==> src/rtl/add_result_buffer.sv <==
// rtl/add_result_buffer.sv - FIFO buffer for registered adder sums with drop accounting
//
// Purpose:
//   Captures each registered sum S from the upstream adder (one word per
//   in_valid pulse) and presents the oldest word first-word-fall-through to a
//   consumer using a valid/ready handshake. Words that arrive while the
//   buffer is full, and nothing is popped in that cycle, are discarded and
//   counted.
//
// Optional feature (macro ADD_RESULT_BUFFER_PARITY_EN):
//   When defined, an even-parity bit is stored alongside each word. out_par
//   reports the stored parity of the head entry. par_err flags a pop whose
//   stored parity disagrees with the parity recomputed from the stored data.
//
// Ports:
//   clk        in   rising-edge clock
//   rst_n      in   asynchronous active-low reset
//   in_valid   in   one-cycle strobe, in_data holds a new sum
//   in_data    in   [WIDTH-1:0] sum word
//   out_valid  out  head entry available (level != 0)
//   out_ready  in   consumer accepts the head entry
//   out_data   out  [WIDTH-1:0] head entry (don't-care when out_valid=0)
//   level      out  [$clog2(DEPTH):0] occupancy, 0..DEPTH
//   drop_cnt   out  [7:0] words lost while full, saturating at 255
//   ovf        out  sticky, set on the first drop
//   clr_stat   in   synchronous clear of drop_cnt and ovf
//   out_par    out  (parity build) stored even parity of the head entry
//   par_err    out  (parity build) high during a pop with a parity mismatch

module add_result_buffer #(
    parameter int WIDTH = 11,
    parameter int DEPTH = 4,
    localparam int AW = $clog2(DEPTH),
    localparam int LW = AW + 1
) (
    input  logic             clk,
    input  logic             rst_n,
    input  logic             in_valid,
    input  logic [WIDTH-1:0] in_data,
    output logic             out_valid,
    input  logic             out_ready,
    output logic [WIDTH-1:0] out_data,
    output logic [LW-1:0]    level,
    output logic [7:0]       drop_cnt,
    output logic             ovf,
    input  logic             clr_stat
`ifdef ADD_RESULT_BUFFER_PARITY_EN
    ,
    output logic             out_par,
    output logic             par_err
`endif
);

`ifdef ADD_RESULT_BUFFER_PARITY_EN
    localparam int EW = WIDTH + 1;
`else
    localparam int EW = WIDTH;
`endif

    localparam logic [LW-1:0] FULL_LEVEL = LW'(DEPTH);

    // Storage is deliberately not reset; occupancy alone decides validity.
    logic [EW-1:0] mem [DEPTH];

    logic [AW-1:0] wr_ptr;
    logic [AW-1:0] rd_ptr;
    logic [LW-1:0] level_q;
    logic [7:0]    drop_q;
    logic          ovf_q;

    logic          full;
    logic          pop;
    logic          push;
    logic          drop;
    logic [EW-1:0] wr_word;
    logic [EW-1:0] head_word;

    assign full = (level_q == FULL_LEVEL);

    // The head is only ever taken from storage, so a push into an empty
    // buffer becomes visible one edge later (no bypass path).
    assign pop  = (level_q != '0) && out_ready;
    // A full buffer still accepts a word when the head leaves in the same
    // cycle, keeping level at DEPTH.
    assign push = in_valid && (!full || pop);
    assign drop = in_valid && full && !pop;

`ifdef ADD_RESULT_BUFFER_PARITY_EN
    assign wr_word = {^in_data, in_data};
`else
    assign wr_word = in_data;
`endif

    assign head_word = mem[rd_ptr];

    always_ff @(posedge clk) begin
        if (push) begin
            mem[wr_ptr] <= wr_word;
        end
    end

    // Pointers are AW bits wide; DEPTH is a power of two, so natural
    // overflow implements the modulo-DEPTH wrap.
    always_ff @(posedge clk or negedge rst_n) begin
        if (!rst_n) begin
            wr_ptr <= '0;
            rd_ptr <= '0;
        end else begin
            if (push) begin
                wr_ptr <= wr_ptr + AW'(1);
            end
            if (pop) begin
                rd_ptr <= rd_ptr + AW'(1);
            end
        end
    end

    always_ff @(posedge clk or negedge rst_n) begin
        if (!rst_n) begin
            level_q <= '0;
        end else begin
            case ({push, pop})
                2'b10:   level_q <= level_q + LW'(1);
                2'b01:   level_q <= level_q - LW'(1);
                default: level_q <= level_q;
            endcase
        end
    end

    // A drop in the same cycle as clr_stat wins: the counter restarts at 1
    // so the lost word is never hidden by the clear.
    always_ff @(posedge clk or negedge rst_n) begin
        if (!rst_n) begin
            drop_q <= 8'd0;
            ovf_q  <= 1'b0;
        end else if (drop) begin
            ovf_q <= 1'b1;
            if (clr_stat) begin
                drop_q <= 8'd1;
            end else if (drop_q != 8'hFF) begin
                drop_q <= drop_q + 8'd1;
            end
        end else if (clr_stat) begin
            drop_q <= 8'd0;
            ovf_q  <= 1'b0;
        end
    end

    assign out_valid = (level_q != '0);
    assign out_data  = head_word[WIDTH-1:0];
    assign level     = level_q;
    assign drop_cnt  = drop_q;
    assign ovf       = ovf_q;

`ifdef ADD_RESULT_BUFFER_PARITY_EN
    assign out_par = head_word[WIDTH];
    assign par_err = pop && (head_word[WIDTH] != ^head_word[WIDTH-1:0]);
`endif

endmodule

==> config.mk <==
export PLATFORM = sky130hd
export DESIGN_NAME = add_result_buffer
export DESIGN_NICKNAME = d
export VERILOG_FILES = /design/src/rtl/add_result_buffer.sv
export SDC_FILE = /design/constraint.sdc
export NUM_CORES = 1
export LEC_CHECK = 0
export CAP_MARGIN = 0
export CORE_MARGIN = 4
export CORE_UTILIZATION = 47
export CTS_BUF_LIST = sky130_fd_sc_hd__clkbuf_8 sky130_fd_sc_hd__clkbuf_16
export DETAILED_ROUTE_END_ITERATION = 10
export PLACE_DENSITY = 0.75
export SETUP_SLACK_MARGIN = 0.3
export SLEW_MARGIN = 30
export SYNTH_ARGS = -nofsm -noshare
export SYNTH_HDL_FRONTEND = slang
export SYNTH_SLANG_ARGS = --single-unit
==> constraint.sdc <==
create_clock -name clk -period 2.1 [get_ports clk]
set_input_delay 0.21 -clock clk [delete_from_list [all_inputs] [get_ports clk]]
set_output_delay 0.21 -clock clk [all_outputs]
set_load 0.05 [all_outputs]
==> flow_metrics.env, run 1 <==
export IMPL_core_area_sq_um=5140
export IMPL_gp_congestion=0.8276
export IMPL_numPlacedInstances=254
export IMPL_syn_inst=146
export IMPL_rsz0062_at_grt="true"
export IMPL_reg2reg_from="level[1]"
export IMPL_crit_required_ns=2.33
export IMPL_syn_num_nets=169
export IMPL_finalHoldViolCount=0
export IMPL_yosys_area_top_type="edfxtp_1"
export IMPL_final_cells=279
export IMPL_grt_max_degree=17
export IMPL_die_x_microns=80.91
export IMPL_drc=0
export IMPL_crit_arrival_ns=2.24
export IMPL_nets=227
export IMPL_synth_seq_cells=60
export IMPL_post_dp_hpwl_mm=3.133
export IMPL_drtPass1Iterations=6
export IMPL_fmax_mhz=497.4
export IMPL_pin_count=40
export IMPL_clk_path_buf_depth=2
export IMPL_rr_worst_depth=9
export IMPL_critPathLaunchType="flop"
export IMPL_grt_pass1_vias=1590
export IMPL_relSlewSlack_pct=50.56
export IMPL_cts_hold_buf=0
export IMPL_end_kind="flop"
export IMPL_synth_flop_cell="edfxtp_1"
export IMPL_setup_viol=0
export IMPL_synth_edf_count=44
export IMPL_clock_sinks=60
export IMPL_grt_antenna_before_repair=0
export IMPL_tightest_slew_ns=0.7393
export IMPL_fin_setup_tns_ns=0
export IMPL_drt_iter0_drc=79
export IMPL_cts_tree="built"
export IMPL_p_per_area_nw_per_um2=1478
export IMPL_ys_async_sr_fraction_pct=26.67
export IMPL_fin_crit_sh_pct=95.74
export IMPL_placed_area_sq_um=2994
export IMPL_grt_use_total_pct=16.61
export IMPL_worstSkewPairLatency_ns=0.32
export IMPL_p_leak_nw=1.353
export IMPL_crit_type="reg2reg"
export IMPL_max_cap_violations=0
export IMPL_startpoint="level[1]"
export IMPL_total_power_mw=5.045
export IMPL_die_area_sq_um=6546
export IMPL_vias_per_cell=5.333
export IMPL_clkSlewWorstSetupHoldPaths_ns=0.06
export IMPL_slew_viol_final=0
export IMPL_antenna_left=0
export IMPL_wl_mm=4.810
export IMPL_yosys_warnings=0
export IMPL_rows=26
export IMPL_initial_utilization_pct=48.61
export IMPL_htreeDepth=3
export IMPL_port_buffers=39
export IMPL_postSynthAreaPerCell_sq_um=17.11
export IMPL_yosysSeqAreaShare_pct=68.90
export IMPL_cts_buffers=9
export IMPL_fin_skew_ns=0.006668
export IMPL_final_common_cell="edfxtp_1"
export IMPL_synth_cell_types=40
export IMPL_grt_overflow=0
export IMPL_reg2reg_to="level[2]"
export IMPL_n_antenna_cell=0
export IMPL_routedWlPerCell_microns=17.24
export IMPL_cts_root_buf="clkbuf_8"
export IMPL_syn_area_sq_um=2499
export IMPL_yosys_area_top_type_share_pct=52.88
export IMPL_peakVddDrop_mv=0.7387
export IMPL_die_h_microns=80.91
export IMPL_period_needed_ns=2.010
export IMPL_ys_top_cells_by_area="edfxtp_1 (53%), dfrtp_1 (16%), mux4_2 (9.9%), ha_1 (3.0%), and2_1 (1.3%)"
export IMPL_final_cell_mix="edfxtp_1 (44), clkdlybuf4s50_1 (20), mux4_2 (11)"
export IMPL_via_count=1488
export IMPL_outcome="completed"
export IMPL_layout_drive_gt1_share_pct=38.76
export IMPL_area_growth_pct=36.65
export IMPL_worst_path_max_fanout=2
export IMPL_min_delay_path_class="in2async"
export IMPL_grt_pass1_wl_mm=7.886
export IMPL_rrSetupSlack_ns=0.09
export IMPL_fin_area_sq_um=3415
-- critical path, stage by stage, from the launching register on --
cell	delay, ns
dfrtp_2	0.43
nor4b_4	0.27
and2b_2	0.27
inv_4	0.06
ha_4	0.12
inv_2	0.03
fa_2	0.32
xor2_1	0.16
nor2_1	0.10
xor2_1	0.16
-- state kept, by name (all words and copies together), names as in the netlist --
signal	flops
rd_ptr	2
wr_ptr	2
level	3
mem	44
ovf	1
drop_cnt	8
-- logic make-up after synthesis --
kind of cell | after synthesis | share of synthesized area [%]
flops | 60 | 68.90
simple gates | 33 | 8.814
compound gates | 15 | 4.006
buf+inv | 13 | 2.053
mux | 12 | 10.32
fa+ha+maj | 7 | 3.806
xor+xnor | 6 | 2.104
-- power breakdown --
part / switching [mW] / total, mW / internal, mW
Clock: 0.412 / 1.19 / 0.774
Combinational: 1.20 / 2.15 / 0.945
Sequential: 0.161 / 1.71 / 1.55
-- final cells by class --
type | count | area, sq um
clock buffer | 9 | 123.9
clock inverter | 7 | 106.4
fill | 382 | 1725
inverter | 8 | 32.53
multi-input combinational | 73 | 779.5
sequential | 60 | 1734
tap | 70 | 87.58
timing repair buffer | 52 | 550.5
-- how the worst max path moves through the flow --
stage                     cells past startpoint       end
final                                         9  level[2]
after floorplan                              10  level[2]
after global routing                          9  level[2]
after detailed placement                     10  level[2]
after CTS                                     9  level[2]
after global placement                       10  level[2]
-- synth_stat cells (all sizes together), types with 2 or more instances --
| cell | n |
|---|---|
| edfxtp | 44 |
| dfrtp | 16 |
| mux4 | 11 |
| inv | 8 |
| and2 | 6 |
| ha | 6 |
| a21oi | 4 |
| buf | 4 |
| nand2 | 4 |
| nand3 | 3 |
| nor2 | 3 |
| o21ai | 3 |
| xnor2 | 3 |
| xor2 | 3 |
| a31oi | 2 |
| and3 | 2 |
| and4 | 2 |
| nand4 | 2 |
| nor2b | 2 |
| nor3 | 2 |
| or4 | 2 |
-- timing repair --
action	CTS	global route
resized for setup	21	17
gates cloned	1	0
pin swaps	6	4
endpoints found under the setup margin	18	21
buffers inserted	6	2
-- layer usage --
layer	GRT usage [%]	vias to the layer above	routed length, microns
met2	29.72	40	2577
met1	18.64	762	1963
met5	0	-	0
li1	-	679	-
met4	7.095	0	49
met3	4.324	7	220
-- through the flow --
step	hold slack (ns)	worst slack, ns	util, %
floorplan	-0.08559	-0.1679	-
global placement	0.4778	-0.1476	58.25
detailed placement	0.4900	-0.2138	58.25
CTS	0.3478	0.09447	65.17
global route	0.3810	0.03707	66.43
finish	0.3287	0.08950	66.43
(Power assumes the default switching activity.)
==> inputs of run 2 (changes only) <==
--- a/config.mk
+++ b/config.mk
@@ -11,6 +11,7 @@
 export CTS_BUF_LIST = sky130_fd_sc_hd__clkbuf_8 sky130_fd_sc_hd__clkbuf_16
 export DETAILED_ROUTE_END_ITERATION = 10
 export PLACE_DENSITY = 0.75
+export RECOVER_POWER = 25
 export SETUP_SLACK_MARGIN = 0.3
 export SLEW_MARGIN = 30
 export SYNTH_ARGS = -nofsm -noshare
==> run 2 against run 1 <==
Power decreased by 0.10%; global-route usage unchanged; utilization unchanged; combinational power about the same; final cell count unchanged; setup slack about the same; first-iteration DRC count unchanged; critical endpoint unchanged; highest routed layer unchanged.
==> flow_metrics.env, run 2 (synthesized netlist as in run 1, its figures left out) <==
export IMPL_outcome="completed"
export IMPL_gp_congestion=0.8276
export IMPL_core_area_sq_um=5140
export IMPL_port_buffers=39
export IMPL_post_dp_hpwl_mm=3.133
export IMPL_postLayoutCoreUtil_pct=66.43
export IMPL_grt_antenna_before_repair=0
export IMPL_die_x_microns=80.91
export IMPL_via_count=1486
export IMPL_cts_tree="built"
export IMPL_rr_worst_depth=9
export IMPL_clock_sinks=60
export IMPL_setup_viol=0
export IMPL_drc=0
export IMPL_final_common_cell="edfxtp_1"
export IMPL_grt_pass1_vias=1590
export IMPL_vias_per_cell=5.326
export IMPL_max_cap_violations=0
export IMPL_finalHoldViolCount=0
export IMPL_peakVddDrop_mv=0.7388
export IMPL_reg2reg_to="level[2]"
export IMPL_clk_path_buf_depth=2
export IMPL_rsz0062_at_grt="true"
export IMPL_area_growth_pct=36.65
export IMPL_largest_register="mem"
export IMPL_grt_overflow=0
export IMPL_setup_ws_ns=0.08950
export IMPL_p_per_area_nw_per_um2=1476
export IMPL_routedWlPerCell_microns=17.20
export IMPL_n_antenna_cell=0
export IMPL_crit_arrival_ns=2.24
export IMPL_worstSkewPairLatency_ns=0.32
export IMPL_end_kind="flop"
export IMPL_die_area_sq_um=6546
export IMPL_fin_crit_sh_pct=95.74
export IMPL_cts_hold_buf=0
export IMPL_relSlewSlack_pct=50.56
export IMPL_layout_drive_gt1_share_pct=38.76
export IMPL_drt_iter0_drc=79
export IMPL_htreeDepth=3
export IMPL_dp_worst_setup_slack_ns=-0.2138
export IMPL_grt_use_total_pct=16.61
export IMPL_wl_mm=4.799
export IMPL_reg2reg_from="level[1]"
export IMPL_endpoint="level[2]"
export IMPL_die_h_microns=80.91
export IMPL_nets=227
export IMPL_drtPass1Iterations=6
export IMPL_final_cell_mix="edfxtp_1 (44), mux4_2 (11)"
export IMPL_cts_root_buf="clkbuf_8"
export IMPL_clkSlewWorstSetupHoldPaths_ns=0.06
export IMPL_slew_viol_final=0
export IMPL_grt_max_degree=17
export IMPL_period_needed_ns=2.010
export IMPL_largest_reg_flops=44
export IMPL_numPlacedInstances=254
export IMPL_pin_count=40
export IMPL_crit_required_ns=2.33
export IMPL_worst_path_max_fanout=2
export IMPL_rows=26
export IMPL_rrSetupSlack_ns=0.09
export IMPL_tightest_slew_ns=0.7393
export IMPL_total_power_mw=5.040
export IMPL_initial_utilization_pct=48.61
export IMPL_crit_type="reg2reg"
export IMPL_final_cells=279
export IMPL_fmax_mhz=497.4
export IMPL_fin_skew_ns=0.006556
export IMPL_startpoint="level[1]"
export IMPL_p_leak_nw=1.355
export IMPL_cts_buffers=9
export IMPL_min_delay_path_class="in2async"
export IMPL_antenna_left=0
export IMPL_critPathLaunchType="flop"
export IMPL_grt_pass1_wl_mm=7.886
==> run 2: changes by cell type in the layout (fill, tap and decap cells not counted), sizes merged <==
cell           before  now
dlygate4sd3         0   10
clkdlybuf4s50      20   10
==> run 2: timing repair <==
| action | CTS | global route |
|---|---|---|
| resized for setup | 21 | 17 |
| setup buffers | 6 | 2 |
| setup endpoints to repair | 18 | 21 |
| pin swaps | 6 | 4 |
| cloned | 1 | 0 |
==> run 2: how the worst min path moves through the flow <==
stage | endpoint | depth (start not counted) | from
3_5_place_dp | rd_ptr[0] | 1 | rd_ptr[0]
3_3_place_gp | rd_ptr[0] | 1 | rd_ptr[0]
2_1_floorplan | drop_cnt[0] | 0 | rst_n
6_report | drop_cnt[7] | 1 | rst_n
4_1_cts | drop_cnt[7] | 1 | rst_n
5_1_grt | drop_cnt[7] | 1 | rst_n
==> run 2: where the power goes <==
part | switching (mW) | internal, mW | total, mW | leakage (nW)
sequential | 0.161 | 1.55 | 1.71 | 0.598
combinational | 1.20 | 0.941 | 2.14 | 0.638
clock | 0.411 | 0.774 | 1.18 | 0.119
==> run 2: area by class of cell <==
cell class	count	area [sq um]
inverters	8	32.53
fillers	382	1725
clock inverters	7	106.4
well taps	70	87.58
clock buffers	9	123.9
multi-input cells	73	779.5
repair buffers	52	550.5
flip-flops and latches	60	1734
==> run 2: layer usage <==
layer | global-route usage [%] | vias to the layer above | routed length, microns
met5 | 0 | - | 0
met4 | 7.095 | 0 | 49
met3 | 4.324 | 7 | 215
met2 | 29.72 | 40 | 2563
met1 | 18.64 | 760 | 1970
li1 | - | 679 | -
==> run 2: critical path, cell delays in order (launching register included) <==
cell	delay (ns)
dfrtp_2	0.43
nor4b_4	0.27
and2b_2	0.27
inv_4	0.06
ha_4	0.12
inv_2	0.03
fa_2	0.32
xor2_1	0.16
nor2_1	0.10
xor2_1	0.16
==> run 2: stage by stage <==
stage / hold WS [ns] / cell area (sq um) / TNS, ns
finish: 0.3287 / 3415 / 0
floorplan: -0.08559 / 2545 / -0.2082
detailed placement: 0.4900 / 2994 / -0.2733
CTS: 0.3478 / 3349 / 0
global placement: 0.4778 / 2994 / -0.1662
global route: 0.3810 / 3415 / 0
==> inputs of run 3 (changes only) <==
--- a/config.mk
+++ b/config.mk
@@ -7,10 +7,10 @@
 export LEC_CHECK = 0
 export CAP_MARGIN = 0
 export CORE_MARGIN = 4
-export CORE_UTILIZATION = 47
+export CORE_UTILIZATION = 35
 export CTS_BUF_LIST = sky130_fd_sc_hd__clkbuf_8 sky130_fd_sc_hd__clkbuf_16
 export DETAILED_ROUTE_END_ITERATION = 10
-export PLACE_DENSITY = 0.75
+export PLACE_DENSITY = 0.59
 export RECOVER_POWER = 25
 export SETUP_SLACK_MARGIN = 0.3
 export SLEW_MARGIN = 30
==> run 3 against run 2 <==
Setup slack better by 0.012 ns; routed wire length up 2.7%; clock-buffer cell count unchanged; worst hold slack better by 0.0091 ns; final cell count up 10%; first-iteration DRC count down 41%.
==> flow_metrics.env, run 3 (synthesized netlist as in run 1, its figures left out) <==
export IMPL_outcome="completed"
export IMPL_crit_arrival_ns=2.24
export IMPL_pin_count=40
export IMPL_nets=229
export IMPL_wl_mm=4.927
export IMPL_crit_required_ns=2.34
export IMPL_die_h_microns=92.49
export IMPL_htreeDepth=3
export IMPL_clock_sinks=60
export IMPL_max_stage_delay_ns=0.43
export IMPL_largest_reg_flops=44
export IMPL_routedWlPerCell_microns=16.05
export IMPL_drtPass1Iterations=4
export IMPL_cp_cell_sequence="nor4b_4 > and2b_2 > inv_4 > ha_4 > inv_2 > fa_2 > xor2_1 > nor2_1 > xor2_1"
export IMPL_p_per_area_nw_per_um2=1408
export IMPL_cts_tree="built"
export IMPL_post_dp_hpwl_mm=3.196
export IMPL_cts_hold_buf=0
export IMPL_clk_path_buf_depth=2
export IMPL_drc=0
export IMPL_grt_pass1_vias=1678
export IMPL_dp_worst_setup_slack_ns=-0.2150
export IMPL_multi_input_area_sq_um=788.3
export IMPL_critPathLaunchType="flop"
export IMPL_final_cell_mix="edfxtp_1 (44), mux4_2 (11), buf_6 (11), buf_4 (11), dfrtp_2 (10)"
export IMPL_tightest_slew_ns=0.7862
export IMPL_cts_buffers=9
export IMPL_core_area_sq_um=6869
export IMPL_fin_crit_sh_pct=95.14
export IMPL_via_count=1499
export IMPL_crit_type="reg2reg"
export IMPL_finalHoldViolCount=0
export IMPL_slew_viol_final=0
export IMPL_clkSlewWorstSetupHoldPaths_ns=0.07
export IMPL_cp_slowest_cell="dfrtp_2"
export IMPL_end_kind="flop"
export IMPL_port_buffers=39
export IMPL_fmax_mhz=500.5
export IMPL_largest_register="mem"
export IMPL_period_needed_ns=1.998
export IMPL_setup_viol=0
export IMPL_grt_max_degree=17
export IMPL_postLayoutCoreUtil_pct=49.84
export IMPL_grt_pass1_wl_mm=7.817
export IMPL_grt_antenna_before_repair=0
export IMPL_min_delay_path_class="in2async"
export IMPL_worst_path_max_fanout=2
export IMPL_relSlewSlack_pct=47.43
export IMPL_cp_top_family="simple AND/OR/NAND/NOR gates"
export IMPL_die_x_microns=92.49
export IMPL_cts_root_buf="clkbuf_8"
export IMPL_fill_cells=589
export IMPL_final_common_cell="edfxtp_1"
export IMPL_gp_congestion=0.7924
export IMPL_seqCellArea_sq_um=1734
export IMPL_max_cap_violations=0
export IMPL_critPathMostFrequentCell="xor2_1"
export IMPL_vias_per_cell=4.883
export IMPL_peakVddDrop_mv=0.7781
export IMPL_setup_ws_ns=0.1020
export IMPL_n_antenna_cell=0
export IMPL_worst_path_buf_inv=2
export IMPL_rows=30
export IMPL_die_area_sq_um=8554
export IMPL_area_growth_pct=37.01
export IMPL_drt_iter0_drc=47
export IMPL_initial_utilization_pct=36.38
export IMPL_worstSkewPairLatency_ns=0.33
export IMPL_grt_overflow=0
export IMPL_antenna_left=0
export IMPL_layout_drive_gt1_share_pct=38.86
export IMPL_p_leak_nw=1.326
export IMPL_grt_use_total_pct=11.88
export IMPL_rsz0062_at_grt="true"
export IMPL_fin_skew_ns=0.006332
==> run 3: cell types whose count changed in the layout (fill, tap and decap cells not counted) <==
cell,before,now
bufinv_16,3,1
clkinv_1,2,4
dlygate4sd2_1,2,4
buf_4,10,11
buf_6,10,11
clkdlybuf4s50_1,10,9
clkinvlp_4,0,1
dlygate4sd3_1,10,9
inv_1,7,6
nand2_4,1,0
nand2_8,0,1
==> run 3: final cells by class <==
cell class / count / share of cell area [%]
Sequential cell: 60 / 50.66
Multi-Input combinational cell: 73 / 23.03
Timing Repair Buffer: 54 / 16.56
Clock buffer: 9 / 3.618
Tap cell: 96 / 3.509
Clock inverter: 7 / 1.681
Inverter: 8 / 0.9503
==> run 3: worst paths after layout <==
kind,from,to,slack (ns),depth (start not counted)
worst max-delay path,level[0],level[2],0.10,9
worst min register to register,level[2],level[2],0.51,1
max in group asynchronous,rst_n,rd_ptr[0],1.22,1
worst min-delay path,rst_n,drop_cnt[6],0.34,1
min in group clk,level[2],level[2],0.51,1
worst max register to register,level[0],level[2],0.10,9
==> run 3: repair_timing <==
action                                  in CTS  in global routing
setup buffers                                6                  3
endpoints found under the setup margin      19                 21
pin swaps                                    5                  5
cloned                                       1                  0
resized for setup                           14                 27
==> run 3: layer usage <==
| metal | GRT usage [%] | share of wire, % | routed length [microns] | vias to the layer above |
|---|---|---|---|---|
| met5 | 0 | 0 | 0 | - |
| met4 | 4.950 | 0 | 0 | 0 |
| met3 | 4.062 | 5.6 | 274 | 0 |
| met2 | 19.82 | 52 | 2575 | 52 |
| met1 | 13.97 | 42 | 2078 | 762 |
| li1 | - | - | - | 685 |
==> run 3: where the power goes <==
group          switching (mW)  internal (mW)
clock network           0.420          0.529
registers               0.153           1.55
logic                    1.21          0.956
total                    1.79           3.03
==> run 3: per-stage QoR <==
| step | TNS [ns] | total power [mW] | hold slack, ns | instances | instance area, sq um |
|---|---|---|---|---|---|
| 3_3_place_gp | -0.1465 | 3.523 | 0.4796 | 281 | 3034 |
| 3_5_place_dp | -0.2761 | 3.576 | 0.4879 | 281 | 3034 |
| 6_report | 0 | 4.821 | 0.3378 | 307 | 3423 |
| 2_1_floorplan | -0.2082 | 3.023 | -0.08559 | 146 | 2545 |
| 5_1_grt | 0 | 5.062 | 0.3865 | 307 | 3423 |
| 4_1_cts | 0 | 4.721 | 0.3446 | 304 | 3307 |
